**src/rtl/libalu.sv**
```systemverilog
// libalu: shared ALU encodings plus the multiply sequencer's state and watchdog constants.
package libalu;
   localparam logic [2:0] F3_MULL   = 3'b000;
   localparam logic [2:0] F3_MULH   = 3'b001;
   localparam logic [2:0] F3_MULHSU = 3'b010;
   localparam logic [2:0] F3_MULHU  = 3'b011;
   typedef logic [1:0] state_t;
   localparam state_t S_IDLE = 2'd0;
   localparam state_t S_RUN  = 2'd1;
   localparam state_t S_DONE = 2'd2;
   localparam logic [5:0]  WD_LIMIT  = 6'd40;
   localparam logic [31:0] WD_RESULT = 32'hDEADBEEF;
endpackage

```
**src/rtl/muldiv_seq.sv**
```systemverilog
// muldiv_seq: issue/writeback sequencer driving an external multiplier,
// with zero-operand bypass, watchdog timeout and pipeline flush.
module muldiv_seq
   import libalu::*;
#(
   parameter bit ZERO_SKIP = 1'b1,
   parameter int RD_W      = 5
) (
   input  logic            clk,
   input  logic            rst,
   input  logic            req_valid_i,
   output logic            req_ready_o,
   input  logic [2:0]      req_funct3_i,
   input  logic [31:0]     req_a_i,
   input  logic [31:0]     req_b_i,
   input  logic [RD_W-1:0] req_rd_i,
   input  logic            flush_i,
   output logic            mul_en_o,
   output logic [2:0]      mul_funct3_o,
   output logic [31:0]     mul_a_o,
   output logic [31:0]     mul_b_o,
   input  logic            mul_finish_i,
   input  logic [31:0]     mul_result_i,
   output logic            alu_share_o,
   output logic            rsp_valid_o,
   input  logic            rsp_ready_i,
   output logic [31:0]     rsp_data_o,
   output logic [RD_W-1:0] rsp_rd_o,
   output logic            busy_o
);
   state_t          state;
   logic [2:0]      f3;
   logic [31:0]     a, b, res;
   logic [RD_W-1:0] rd;
   logic [5:0]      wd;

   always_ff @(posedge clk or negedge rst)
      if (!rst) begin
         state <= S_IDLE;
         f3    <= '0;
         a     <= '0;
         b     <= '0;
         rd    <= '0;
         res   <= '0;
         wd    <= '0;
      end else if (flush_i) state <= S_IDLE;
      else case (state)
         S_IDLE: if (req_valid_i) begin
            f3 <= req_funct3_i;
            a  <= req_a_i;
            b  <= req_b_i;
            rd <= req_rd_i;
            wd <= '0;
            if (ZERO_SKIP && (req_a_i == '0 || req_b_i == '0)) begin
               res   <= '0;
               state <= S_DONE;
            end else state <= S_RUN;
         end
         S_RUN: begin
            wd <= wd + 6'd1;
            // a real completion wins over a timeout landing in the same cycle
            if (mul_finish_i) begin
               res   <= mul_result_i;
               state <= S_DONE;
            end else if (wd == WD_LIMIT - 6'd1) begin
               res   <= WD_RESULT;
               state <= S_DONE;
            end
         end
         S_DONE: if (rsp_ready_i) state <= S_IDLE;
         default: state <= S_IDLE;
      endcase

   assign req_ready_o  = state == S_IDLE;
   assign mul_en_o     = state == S_RUN;
   assign alu_share_o  = state == S_RUN;
   assign rsp_valid_o  = state == S_DONE;
   assign busy_o       = state != S_IDLE;
   assign mul_funct3_o = f3;
   assign mul_a_o      = a;
   assign mul_b_o      = b;
   assign rsp_data_o   = res;
   assign rsp_rd_o     = rd;
endmodule

```
**config.mk**
```make
export PLATFORM = sky130hd
export DESIGN_NAME = muldiv_seq
export DESIGN_NICKNAME = d
export VERILOG_FILES = /design/src/rtl/libalu.sv /design/src/rtl/muldiv_seq.sv
export SDC_FILE = /design/constraint.sdc
export NUM_CORES = 1
export LEC_CHECK = 0
export CAP_MARGIN = 15
export CORE_MARGIN = 1
export CORE_UTILIZATION = 40
export CTS_CLUSTER_DIAMETER = 50
export DETAILED_ROUTE_END_ITERATION = 10
export DONT_BUFFER_PORTS = 1
export GPL_TIMING_DRIVEN = 0
export PLACE_DENSITY = 0.6
export SYNTH_ARGS = -nofsm -noshare
export SYNTH_HDL_FRONTEND = slang
export SYNTH_SLANG_ARGS = --single-unit
```
**constraint.sdc**
```tcl
create_clock -name clk -period 1.8 [get_ports clk]
set_input_delay 0.27 -clock clk [delete_from_list [all_inputs] [get_ports clk]]
set_output_delay 0.27 -clock clk [all_outputs]
set_load 0.02 [all_outputs]
```
==> flow_summary.yaml <==
clock_tree:
  cts_buffer_depth: 2
  cts-hold-fix-buffers: 1
  root_buffer: "clkbuf_16"
  htree_num_levels: 3
  cts_buffers: 9
  clk_pin_slew_ps: 70
  insertion_delay_ps: 340
  cts_tree: "yes"
  clkSinkCount: 112
floorplan:
  io-pin-count: 219
  die_x_um: 109
  die_h_um: 109
  rows: 38
  dieArea_um2: 11900
  coreArea_um2: 11000
  initial_core_util: 0.416
setup_path:
  cp_max_fo: 10
  crit_end: "rsp_rd_o[0]"
  reg2reg_to: "rsp_rd_o[0]"
  r2r_start: "state[1]"
  ff2ff_path_depth: 7
  critPathKind: "register to register"
  crit_start: "state[1]"
  cp_data_arrival_time_ps: 2130
  cp-end-kind: "register"
  worstPathRequired_ps: 2030
  reg2reg_setup_slack_ps: -100
  startpoint_type: "register"
sta:
  whs_ps: -383
  clock-skew-final_ps: 5.43
  finalSetupViolations: 74
  fin_crit_sh: 1.06
  tightest_slew_ps: 541
  finalHoldViolCount: 112
  tns_ps: -4020
  fin_crit_ps: 1900
  rsz0062_at_grt: "true"
  finalWorstSetupSlack_ps: -100
  drv_slew: 0
  slew_headroom: 0.636
  fmax_ghz: 0.526
layout:
  area_delta_synth_final_pct: 26.8
  drive_gt1_frac: 0.386
  final_cells: 505
  nets: 472
  post-route-util: 0.528
  diodes: 0
  final_common_cell: "dfrtp_1"
  final_cell_mix: "dfrtp_1, mux2_4, a22o_1"
power:
  vdd_drop_max_v: 0.000724
  p_leak_nw: 2.67
  p_per_area_nw_per_um2: 1430
  p_total_w: 0.00830
placed_design:
  dpl_worst_slack_ps: -505
  io_buffer_count: 0
  gp_congestion: 0.733
  placed_cells: 464
  dp_hpwl_um: 7610
global_routing:
  grt_pass1_wl_um: 16800
  grt_overflow: 0
  antenna_found_initial: 0
  grt_use_total: 0.192
  grt_pass1_vias: 3138
  grt_max_degree: 113
run:
  maxCapViolCount: 0
route:
  wire_per_inst_um: 22.6
  drt-initial-drc-count: 139
  post_drt_via_cell_ratio: 5.60
  routed_wl_um: 11400
  postRouteAntennaNets: 0
  drt_first_pass_iters: 4
  vias: 2827
  drc: 0
worst_hold_path:
  hp-class: "input port to async pin"
synth:
  synth_nets: 435
  netlist_instances: 324
  yosysUniqueCellTypes: 35
  ys_warn_count: 0
  async_flop_share: 1.00
  ys.flop_type: "dfrtp_1"
  syn_area_um2: 4590
  syn-mean-instance-area_um2: 14.2
  synth_edf_count: 0
  ys_ff_latch: 112
  ys_seq_area_frac: 0.611
run_status:
  status: "complete, but fails checks"
  failed_checks: "hold timing, setup timing"
-- what timing repair did --
item / CTS / global route
buffers inserted: 19 / 4
gates resized for setup: 112 / 26
pin swaps: 7 / 38
setup endpoints to repair: 111 / 107
hold endpoints to repair: 113 / 112
cloned: 7 / 1
-- cell families (layout without fill, tap and decap cells) --
kind of cell / after synthesis / count (layout) / share of synthesized area
xor+xnor: 4 / 4 / 0.00763
buf+inv: 19 / 60 / 0.0256
flops: 112 / 112 / 0.611
mux: 74 / 74 / 0.181
simple gates: 75 / 75 / 0.0998
compound gates: 39 / 39 / 0.0725
fa+ha+maj: 1 / 1 / 0.00273
-- flip-flops by register name, summed over array words and instances, names as in the netlist --
name and flops:
mul_a_o 32, mul_b_o 32, mul_funct3_o 3, rsp_data_o 32, rsp_rd_o 5, state 2
wd 6
-- worst max-delay path, stage by stage, from the launching register on --
cell     delay (ps)
dfrtp_2         440
nor2_4          260
inv_4           100
nor3b_4         190
buf_6           180
buf_12          150
buf_12          150
mux2_4          310
-- synth_stat cells, types with 2 or more instances --
master	number	area [um2]
nor3_1	2	10.0
buf_6	2	22.5
nand4_1	5	31.3
clkbuf_1	2	7.51
and3_1	9	56.3
mux2_2	42	473
and2_1	2	12.5
a22o_1	25	219
dfrtp_1	112	2800
a21o_1	8	60.1
xor2_1	2	17.5
nor4_1	17	106
buf_2	7	35.0
buf_4	6	45.0
mux2_1	31	349
nor2_1	8	30.0
nor2b_1	2	12.5
xnor2_1	2	17.5
nand2b_1	24	150
-- worst min-delay path by stage --
stage | startpoint | depth (start not counted) | end | slack (ps)
finish | rst | 0 | mul_b_o[13] | -380
global route | rst | 0 | wd[4] | -400
global placement | rst | 0 | mul_b_o[13] | -20
CTS | rst | 0 | mul_b_o[13] | -400
detailed placement | rst | 0 | mul_b_o[13] | -20
floorplan | rst | 0 | mul_a_o[0] | -30
-- stage by stage --
step           instance area (um2)  hold WS, ps
2_1_floorplan                 4600        -25.6
3_3_place_gp                  4780        -22.7
3_5_place_dp                  4780        -22.2
4_1_cts                       5750         -396
5_1_grt                       5820         -402
6_report                      5820         -383
-- metal layers --
layer,GRT usage,routed length (um)
met1,0.228,4620
met2,0.311,5550
met3,0.0634,1040
met4,0.0927,221
met5,0,0
-- layout make-up --
cell class / count / area [um2]
Buffer: 15 / 201
Clock buffer: 12 / 246
Clock inverter: 3 / 42.5
Fill cell: 939 / 5210
Inverter: 2 / 10.0
Multi-Input combinational cell: 193 / 1990
Sequential cell: 112 / 2810
Tap cell: 140 / 175
Timing Repair Buffer: 28 / 347
-- power breakdown --
part / switching, W / internal (W) / total [W]
Combinational: 0.000465 / 0.00109 / 0.00155
Sequential: 0.00152 / 0.00327 / 0.00479
Clock: 0.000856 / 0.00111 / 0.00197
Total: 0.00284 / 0.00546 / 0.00830
(Power assumes the default switching activity.)
